File: src/rtl/mpmc10_wr_cmd_seq.sv
// mpmc10_wr_cmd_seq
// Write-command sequencer for the mpmc10 multi-port memory controller.
// Takes one granted write request at a time from the port arbiter and drives
// the MIG user-interface command channel and write-data channel. Each channel
// is handshaked on its own, so the MIG may accept the command and the data
// beat in either order or in the same cycle. Once both are accepted, a
// one-cycle completion pulse goes back to the arbiter.
//
// Ports:
//   clk, rstn         controller clock (MIG ui_clk), asynchronous active-low reset
//   calib_done        MIG calibration complete; requests are held off while low
//   req               write request from the arbiter, held until req_ack
//   req_adr           beat address of the request
//   req_dat           write data
//   req_sel           byte enables, active-high
//   req_ack           one-cycle pulse: request captured
//   done              one-cycle pulse: command and data both accepted
//   busy              high from capture through the done cycle
//   timeout           one-cycle stall-flag pulse
//   app_en            MIG command valid
//   app_cmd           MIG command (always write)
//   app_addr          MIG address
//   app_rdy           MIG command-channel ready
//   app_wdf_wren      MIG write-data valid
//   app_wdf_data      MIG write data
//   app_wdf_mask      MIG byte mask, active-high = byte not written
//   app_wdf_end       last beat of burst (single beat per command)
//   app_wdf_rdy       MIG write-data ready

module mpmc10_wr_cmd_seq #(
  parameter int DATA_WIDTH = 128,
  parameter int ADDR_WIDTH = 29,
  parameter int TIMEOUT    = 1023
) (
  input  logic                    clk,
  input  logic                    rstn,
  input  logic                    calib_done,
  input  logic                    req,
  input  logic [ADDR_WIDTH-1:0]   req_adr,
  input  logic [DATA_WIDTH-1:0]   req_dat,
  input  logic [DATA_WIDTH/8-1:0] req_sel,
  output logic                    req_ack,
  output logic                    done,
  output logic                    busy,
  output logic                    timeout,
  output logic                    app_en,
  output logic [2:0]              app_cmd,
  output logic [ADDR_WIDTH-1:0]   app_addr,
  input  logic                    app_rdy,
  output logic                    app_wdf_wren,
  output logic [DATA_WIDTH-1:0]   app_wdf_data,
  output logic [DATA_WIDTH/8-1:0] app_wdf_mask,
  output logic                    app_wdf_end,
  input  logic                    app_wdf_rdy
);

  typedef enum logic [1:0] {
    IDLE  = 2'd0,
    ISSUE = 2'd1,
    ACK   = 2'd2
  } state_t;

  // BL8 alignment: the low three address bits are forced to zero on capture.
  localparam logic [ADDR_WIDTH-1:0] ALIGN_MASK = ~ADDR_WIDTH'(7);
  localparam logic [15:0]           TO_LIMIT   = 16'(TIMEOUT);
  localparam logic [15:0]           TO_PULSE   = 16'(TIMEOUT - 1);

  state_t      state;
  state_t      state_nxt;
  logic        capture;
  logic        cmd_pend;
  logic        dat_pend;
  logic        cmd_hs;
  logic        dat_hs;
  logic [15:0] stall_cnt;

  // The valids are the pending flags themselves, so a handshake is simply a
  // pending flag meeting its ready.
  assign cmd_hs = cmd_pend & app_rdy;
  assign dat_hs = dat_pend & app_wdf_rdy;

  // State register.
  always_ff @(posedge clk or negedge rstn) begin
    if (!rstn) begin
      state <= IDLE;
    end else begin
      state <= state_nxt;
    end
  end

  // Next-state logic. ISSUE exits only once each channel is either already
  // accepted or being accepted at this edge, which covers both handshakes
  // landing together.
  always_comb begin
    state_nxt = state;
    capture   = 1'b0;
    case (state)
      IDLE: begin
        if (req && calib_done) begin
          state_nxt = ISSUE;
          capture   = 1'b1;
        end
      end
      ISSUE: begin
        if ((!cmd_pend || cmd_hs) && (!dat_pend || dat_hs)) begin
          state_nxt = ACK;
        end
      end
      ACK: begin
        state_nxt = IDLE;
      end
      default: begin
        state_nxt = IDLE;
      end
    endcase
  end

  // Pending flags, capture acknowledge and stall counter. The counter starts
  // from zero on every capture and holds at TIMEOUT, so the stall flag can
  // fire only once per transaction.
  always_ff @(posedge clk or negedge rstn) begin
    if (!rstn) begin
      cmd_pend  <= 1'b0;
      dat_pend  <= 1'b0;
      req_ack   <= 1'b0;
      stall_cnt <= '0;
    end else begin
      req_ack <= capture;
      if (capture) begin
        cmd_pend  <= 1'b1;
        dat_pend  <= 1'b1;
        stall_cnt <= '0;
      end else begin
        if (cmd_hs) begin
          cmd_pend <= 1'b0;
        end
        if (dat_hs) begin
          dat_pend <= 1'b0;
        end
        if (state == ISSUE && stall_cnt != TO_LIMIT) begin
          stall_cnt <= stall_cnt + 16'd1;
        end
      end
    end
  end

  // Captured command and data. These load only on capture, so they stay
  // stable for as long as either channel is pending.
  always_ff @(posedge clk or negedge rstn) begin
    if (!rstn) begin
      app_addr     <= '0;
      app_wdf_data <= '0;
      app_wdf_mask <= '0;
    end else if (capture) begin
      app_addr     <= req_adr & ALIGN_MASK;
      app_wdf_data <= req_dat;
      app_wdf_mask <= ~req_sel;
    end
  end

  assign app_cmd      = 3'b000;
  assign app_en       = cmd_pend;
  assign app_wdf_wren = dat_pend;
  assign app_wdf_end  = dat_pend;
  assign busy         = (state != IDLE);
  assign done         = (state == ACK);

  // In the n-th ISSUE cycle the counter reads n-1, so this fires during the
  // TIMEOUT-th ISSUE cycle. The counter then saturates past this value.
  assign timeout      = (state == ISSUE) && (stall_cnt == TO_PULSE);

endmodule

File: config.mk
export PLATFORM = sky130hd
export DESIGN_NAME = mpmc10_wr_cmd_seq
export DESIGN_NICKNAME = d
export VERILOG_FILES = /design/src/rtl/mpmc10_wr_cmd_seq.sv
export SDC_FILE = /design/constraint.sdc
export NUM_CORES = 1
export LEC_CHECK = 0
export ABC_CLOCK_PERIOD_IN_PS = 1550
export CORE_ASPECT_RATIO = 1.25
export CORE_UTILIZATION = 30
export DETAILED_ROUTE_END_ITERATION = 7
export PLACE_DENSITY = 0.65
export SLEW_MARGIN = 20
export SYNTH_ARGS = -nofsm -noshare
export SYNTH_HDL_FRONTEND = slang
export SYNTH_SLANG_ARGS = --single-unit
File: constraint.sdc
create_clock -name clk -period 1.55 [get_ports clk]
set_input_delay 0.31 -clock clk [delete_from_list [all_inputs] [get_ports clk]]
set_output_delay 0.31 -clock clk [all_outputs]
set_load 0.1 [all_outputs]
==> results.py, run 1 <==
metrics = {
    "global_route": {
        "grt_pass1_vias": 7397,
        "overflow": 0,
        "grt_pass1_wl_um": 40100,
        "grt_max_degree": 53,
        "grt_antenna_before_repair": 1,
        "grt_util_all_layers_pct": 20.9,
    },
    "worst_setup_path": {
        "crit_start": "stall_cnt[13]$_DFFE_PN0P_",
        "slowest_delay_ns": 0.41,
        "crit_chain": "nor4_2, buf_4, and4_4, and3_4, buf_12",
        "endpoint_kind": "output port",
        "crit_slowest_cell": "dfrtp_1",
        "cp.arrival_ns": 1.84,
        "cp_num_buf_inv": 2,
        "cp-start-kind": "flip-flop",
        "worstPathRequired_ns": 1.24,
        "crit_family": "simple AND/OR/NAND/NOR gates",
        "r2r_start": "state[0]$_DFFE_PN0P_",
        "crit_type": "reg2out",
        "crit_fanout": 2,
    },
    "yosys": {
        "synthDistinctLibCells": 33,
        "synth_edf_count": 0,
        "ys.flop_type": "dfrtp_1",
        "yosys.area.top_type": "dfrtp_1",
        "syn_area_mm2": 0.00750,
        "syn_avg_cell_area_um2": 9.13,
        "synth.top_cells.by_area": "dfrtp_1, nand2_1, buf_2",
        "yosysSeqAreaShare_pct": 63.7,
        "synthArstFlopShare_pct": 100,
        "syn_inst": 822,
        "synth_top_area_share_pct": 63.7,
        "ys_warn_count": 0,
        "synth_seq_cells": 191,
    },
    "sta": {
        "final-hold-violation-count": 0,
        "final-setup-viol-count": 193,
        "setup_tns_ns": -33.24,
        "period_needed_ns": 2.15,
        "drv_slew": 0,
        "rsz0062_at_grt": "true",
        "fin_crit_sh_pct": 139,
        "skew_ns": 0.00823,
        "setup_ws_ns": -0.602,
        "max_freq_mhz": 465,
    },
    "cells_and_area": {
        "area_growth_pct": 127,
        "stdcell_count": 1608,
        "final_cell_mix": "nand2_2, buf_12, dfrtp_1",
        "final_area_mm2": 0.0171,
        "fillCellCount": 1631,
        "seq_area_mm2": 0.00478,
        "utilization_pct": 69.6,
        "layout_commonest_cell": "nand2_2",
        "final_layout_size_suffix_gt1_share_pct": 54.3,
        "multi_input_area_mm2": 0.00393,
        "nets": 1445,
    },
    "min_path": {
        "hp-class": "in2async",
    },
    "placement": {
        "post-place-cells": 1515,
        "place_area_mm2": 0.0136,
        "post-dp-hpwl_um": 18400,
        "finalWeightedCongestion": 0.768,
        "port_buffers": 352,
    },
    "status": {
        "violations": "setup timing",
        "status": "finished, violations left",
    },
    "power": {
        "power_mw": 32.3,
        "powerDensity_mw_per_mm2": 1890,
        "p_leak_nw": 8.31,
        "peakVddDrop_mv": 0.956,
    },
    "die": {
        "io_pins": 362,
        "rows": 64,
        "start_util_pct": 30.6,
        "die_x_um": 143,
        "die_area_mm2": 0.0256,
        "core_area_mm2": 0.0245,
        "die_h_um": 179,
    },
    "clock_tree": {
        "cts_max_path_buffers": 2,
        "htreeDepth": 4,
        "insertion_delay_ns": 0.43,
        "cts_tree": "yes",
        "cts.clk_slew.worst_paths_ns": 0.07,
        "clock-sinks": 191,
        "cts_root_buf": "clkbuf_16",
        "numCtsBuffers": 17,
    },
    "drt": {
        "dr.first_iter.drc_count": 314,
        "wl_per_cell_um": 19.7,
        "antenna_left": 0,
        "drc_errors": 0,
        "drtPass1Iterations": 4,
        "drt_wl_total_um": 31700,
        "via_per_inst": 4.68,
        "vias": 7532,
    },
    "job": {
        "drv_cap": 0,
    },
}
## metal layers
layer | up-vias | global-route usage, % | wire (um)
met1 | 3710 | 22.1 | 10900
met3 | 65 | 6.70 | 2270
met4 | 0 | 8.16 | 1240
li1 | 3448 | - | -
met2 | 309 | 38.3 | 17300
met5 | - | 0 | 0
## layout make-up
type | count | area share, %
antenna | 1 | 0.0147
clock buffer | 19 | 2.66
clock inverter | 13 | 1.09
inverter | 3 | 0.220
multi-input combinational | 586 | 23.1
sequential | 191 | 28.1
tap | 330 | 2.42
timing repair buffer | 461 | 42.0
timing repair inverter | 4 | 0.484
## power by group
group	switching (mW)	leakage, nW	total [mW]	internal (mW)
combinational	12.4	5.61	19.4	7.01
clock	2.01	0.310	4.81	2.80
sequential	1.76	2.39	8.04	6.29
total	16.2	8.31	32.3	16.1
## metrics by stage
step,setup slack [ns],hold slack (ns)
after floorplan,-0.319,0.0144
after global placement,-0.307,0.248
after detailed placement,-0.339,0.245
after CTS,-0.607,0.337
after global routing,-0.680,0.369
final,-0.602,0.353
## path summary, 6_finish.rpt
| kind | to | depth (start not counted) | slack (ns) |
|---|---|---|---|
| hold / removal | app_wdf_data[10]$_DFFE_PN0P_ | 2 | 0.35 |
| setup / recovery | timeout | 5 | -0.60 |
| hold reg to reg | stall_cnt[2]$_DFFE_PN0P_ | 1 | 0.51 |
| min in group clk | app_wdf_data[97]$_DFFE_PN0P_ | 3 | 0.40 |
| setup reg to reg | app_wdf_data[7]$_DFFE_PN0P_ | 8 | -0.30 |
| max in group asynchronous | app_wdf_data[100]$_DFFE_PN0P_ | 3 | 0.62 |
## flip-flops by register name (all words and copies together), names as in the netlist
name          flops
app_en            1
req_ack           1
state             2
app_wdf_mask     16
app_wdf_end       1
app_wdf_data    128
app_addr         26
stall_cnt        16
## cells in the mapped netlist, types with 2 or more instances
cell type	instances
and4_1	2
o21ai_0	25
o31ai_1	4
o211ai_1	2
nand4_4	2
or4_1	4
nand3_1	3
dfrtp_1	191
or2_1	2
mux2i_1	4
nor2b_1	3
and3_1	3
nand2_1	494
a21oi_1	9
buf_4	15
nand4_1	4
clkbuf_1	7
buf_2	25
or3_1	5
ha_1	2
nand2b_1	2
nor2_1	2
inv_1	2
## cell families (layout without fill, tap and decap cells)
kind of cell | count (synthesis) | in the layout | synth area share, %
and+or+nand+nor | 533 | 533 | 28.7
muxes | 4 | 4 | 0.534
DFF | 191 | 191 | 63.7
adders and majority gates | 2 | 2 | 0.334
AOI/OAI and AO/OA | 41 | 41 | 3.00
buffers and inverters | 50 | 500 | 3.69
other | 1 | 7 | 0.0500
## repair_timing
action,4_1_cts,5_1_grt
cloned,16,29
pin swaps,29,250
setup endpoints to repair,45,193
resized for setup,102,400
hold endpoints to repair,28,0
buffers inserted,9,13
hold buffers,1,0
No activity file was read; power rests on OpenSTA's default activity.
==> inputs of run 2 (changes only) <==
--- a/config.mk
+++ b/config.mk
@@ -9,6 +9,7 @@
 export CORE_ASPECT_RATIO = 1.25
 export CORE_UTILIZATION = 30
 export DETAILED_ROUTE_END_ITERATION = 7
+export GPL_TIMING_DRIVEN = 0
 export PLACE_DENSITY = 0.65
 export SLEW_MARGIN = 20
 export SYNTH_ARGS = -nofsm -noshare
==> results.py, run 2 (same netlist as run 1, synthesis figures left out) <==
metrics = {
    "sta": {
        "hold_slack_ns": 0.323,
        "fin_crit_sh_pct": 138,
        "period_needed_ns": 2.13,
        "slew-limit-headroom_pct": 66.2,
        "tightest_slew_ns": 0.511,
        "max_freq_mhz": 469,
        "final-setup-viol-count": 140,
        "skew_ns": 0.0108,
        "setup_ws_ns": -0.584,
        "rsz0062_at_grt": "true",
        "final-hold-violation-count": 0,
        "drv_slew": 0,
    },
    "global_route": {
        "grt_util_all_layers_pct": 18.8,
        "grt_max_degree": 89,
        "grt_antenna_before_repair": 0,
        "grt_pass1_wl_um": 36100,
        "overflow": 0,
        "grt_pass1_vias": 6525,
    },
    "power": {
        "p_leak_nw": 6.26,
        "peakVddDrop_mv": 1.02,
        "powerDensity_mw_per_mm2": 2110,
    },
    "drt": {
        "drc_errors": 0,
        "drtPass1Iterations": 4,
        "vias": 6781,
        "wl_per_cell_um": 15.6,
        "via_per_inst": 4.36,
        "dr.first_iter.drc_count": 257,
        "antenna_left": 0,
        "drt_wl_total_um": 24200,
    },
    "worst_setup_path": {
        "r2r_slack_ns": -0.19,
        "cp-start-kind": "flip-flop",
        "r2r_start": "state[0]$_DFFE_PN0P_",
        "endpoint_kind": "output port",
        "slowest_delay_ns": 0.43,
        "crit_fanout": 2,
        "crit_slowest_cell": "dfrtp_2",
        "r2r_cells": 8,
        "crit_chain": "nor4_4, and4_4, and3_4, buf_12",
        "crit_type": "reg2out",
        "cp.arrival_ns": 1.82,
        "worstPathRequired_ns": 1.24,
        "rr_endpoint": "app_wdf_data[65]$_DFFE_PN0P_",
    },
    "placement": {
        "post-dp-hpwl_um": 18000,
        "place_area_mm2": 0.0119,
        "port_buffers": 352,
        "finalWeightedCongestion": 0.781,
        "post-place-cells": 1511,
    },
    "cells_and_area": {
        "reg.largest.list": "app_wdf_data: 128 flops, app_addr: 26 flops",
        "diodes": 0,
        "final_layout_size_suffix_gt1_share_pct": 28.4,
        "area_growth_pct": 61.7,
        "final_area_mm2": 0.0121,
        "largest_reg_flops": 128,
        "layout_commonest_cell": "nand2_1",
        "nets": 1392,
        "top_register": "app_wdf_data",
        "final_cell_mix": "nand2_1, dfrtp_1, clkdlybuf4s50_1",
        "stdcell_count": 1554,
    },
    "die": {
        "die_x_um": 143,
        "die_area_mm2": 0.0256,
        "start_util_pct": 30.6,
        "io_pins": 362,
        "rows": 64,
        "core_area_mm2": 0.0245,
        "die_h_um": 179,
    },
    "clock_tree": {
        "clock-sinks": 191,
        "numCtsBuffers": 17,
        "insertion_delay_ns": 0.44,
        "cts.clk_slew.worst_paths_ns": 0.07,
        "cts_root_buf": "clkbuf_16",
        "cts_max_path_buffers": 2,
        "htreeDepth": 4,
        "cts_tree": "yes",
    },
    "min_path": {
        "hp-class": "in2async",
    },
    "job": {
        "drv_cap": 0,
    },
    "status": {
        "violations": "setup timing",
        "status": "finished, violations left",
    },
}
-- run 2: repair_timing --
item,4_1_cts,5_1_grt
cloned,0,0
endpoints found under the setup margin,353,228
resized for setup,1049,19
pin swaps,8,2
endpoints found under the hold margin,28,0
setup buffers,4,6
hold buffers,1,0
-- run 2: power breakdown --
part	internal [mW]	switching, mW	leakage (nW)
clock	2.15	2.00	0.267
combinational	2.72	11.6	3.61
sequential	6.29	0.827	2.39
-- run 2: per-layer routing --
layer,vias to the layer above,global-route usage [%],share of wire (%)
met5,-,0,0
met4,0,7.09,2.2
met3,30,6.14,8.2
met2,251,32.6,51
met1,3176,21.3,39
li1,3324,-,-
-- run 2: area by class of cell --
type | instances | area (um2)
multi-input combinational | 586 | 2660
buffer | 47 | 513
tap | 330 | 413
clock buffer | 20 | 457
fill | 2372 | 12400
clock inverter | 12 | 87.6
inverter | 3 | 23.8
sequential | 191 | 4790
timing repair buffer | 365 | 3200
-- run 2: critical path: cells and delay by family, from the launching register on --
kind / cells / cell delay, ns
buffers and inverters: 1 / 0.17
AND/OR/NAND/NOR: 3 / 0.79
flip-flops: 1 / 0.43
-- run 2: worst max-delay path by stage --
| stage | startpoint | endpoint | slack, ns | cells past startpoint |
|---|---|---|---|---|
| after floorplan | stall_cnt[13]$_DFFE_PN0P_ | timeout | -0.32 | 3 |
| after global placement | rstn | app_wdf_end$_DFFE_PN0P_ | -8.97 | 1 |
| after detailed placement | stall_cnt[13]$_DFFE_PN0P_ | timeout | -1.35 | 4 |
| after CTS | stall_cnt[10]$_DFFE_PN0P_ | timeout | -0.58 | 4 |
| after global routing | stall_cnt[13]$_DFFE_PN0P_ | timeout | -0.67 | 4 |
| final | stall_cnt[13]$_DFFE_PN0P_ | timeout | -0.58 | 4 |
-- run 2: stage by stage --
stage               total power [mW]  util (%)  worst slack [ns]  setup TNS [ns]
CTS                             25.7      49.1            -0.575          -20.22
finish                          25.6      49.5            -0.584          -16.50
global route                    26.6      49.5            -0.669          -30.94
global placement                22.0      48.4             -8.97        -1660.06
detailed placement              22.1      48.6             -1.35          -99.68
floorplan                       18.1         -            -0.319          -18.23
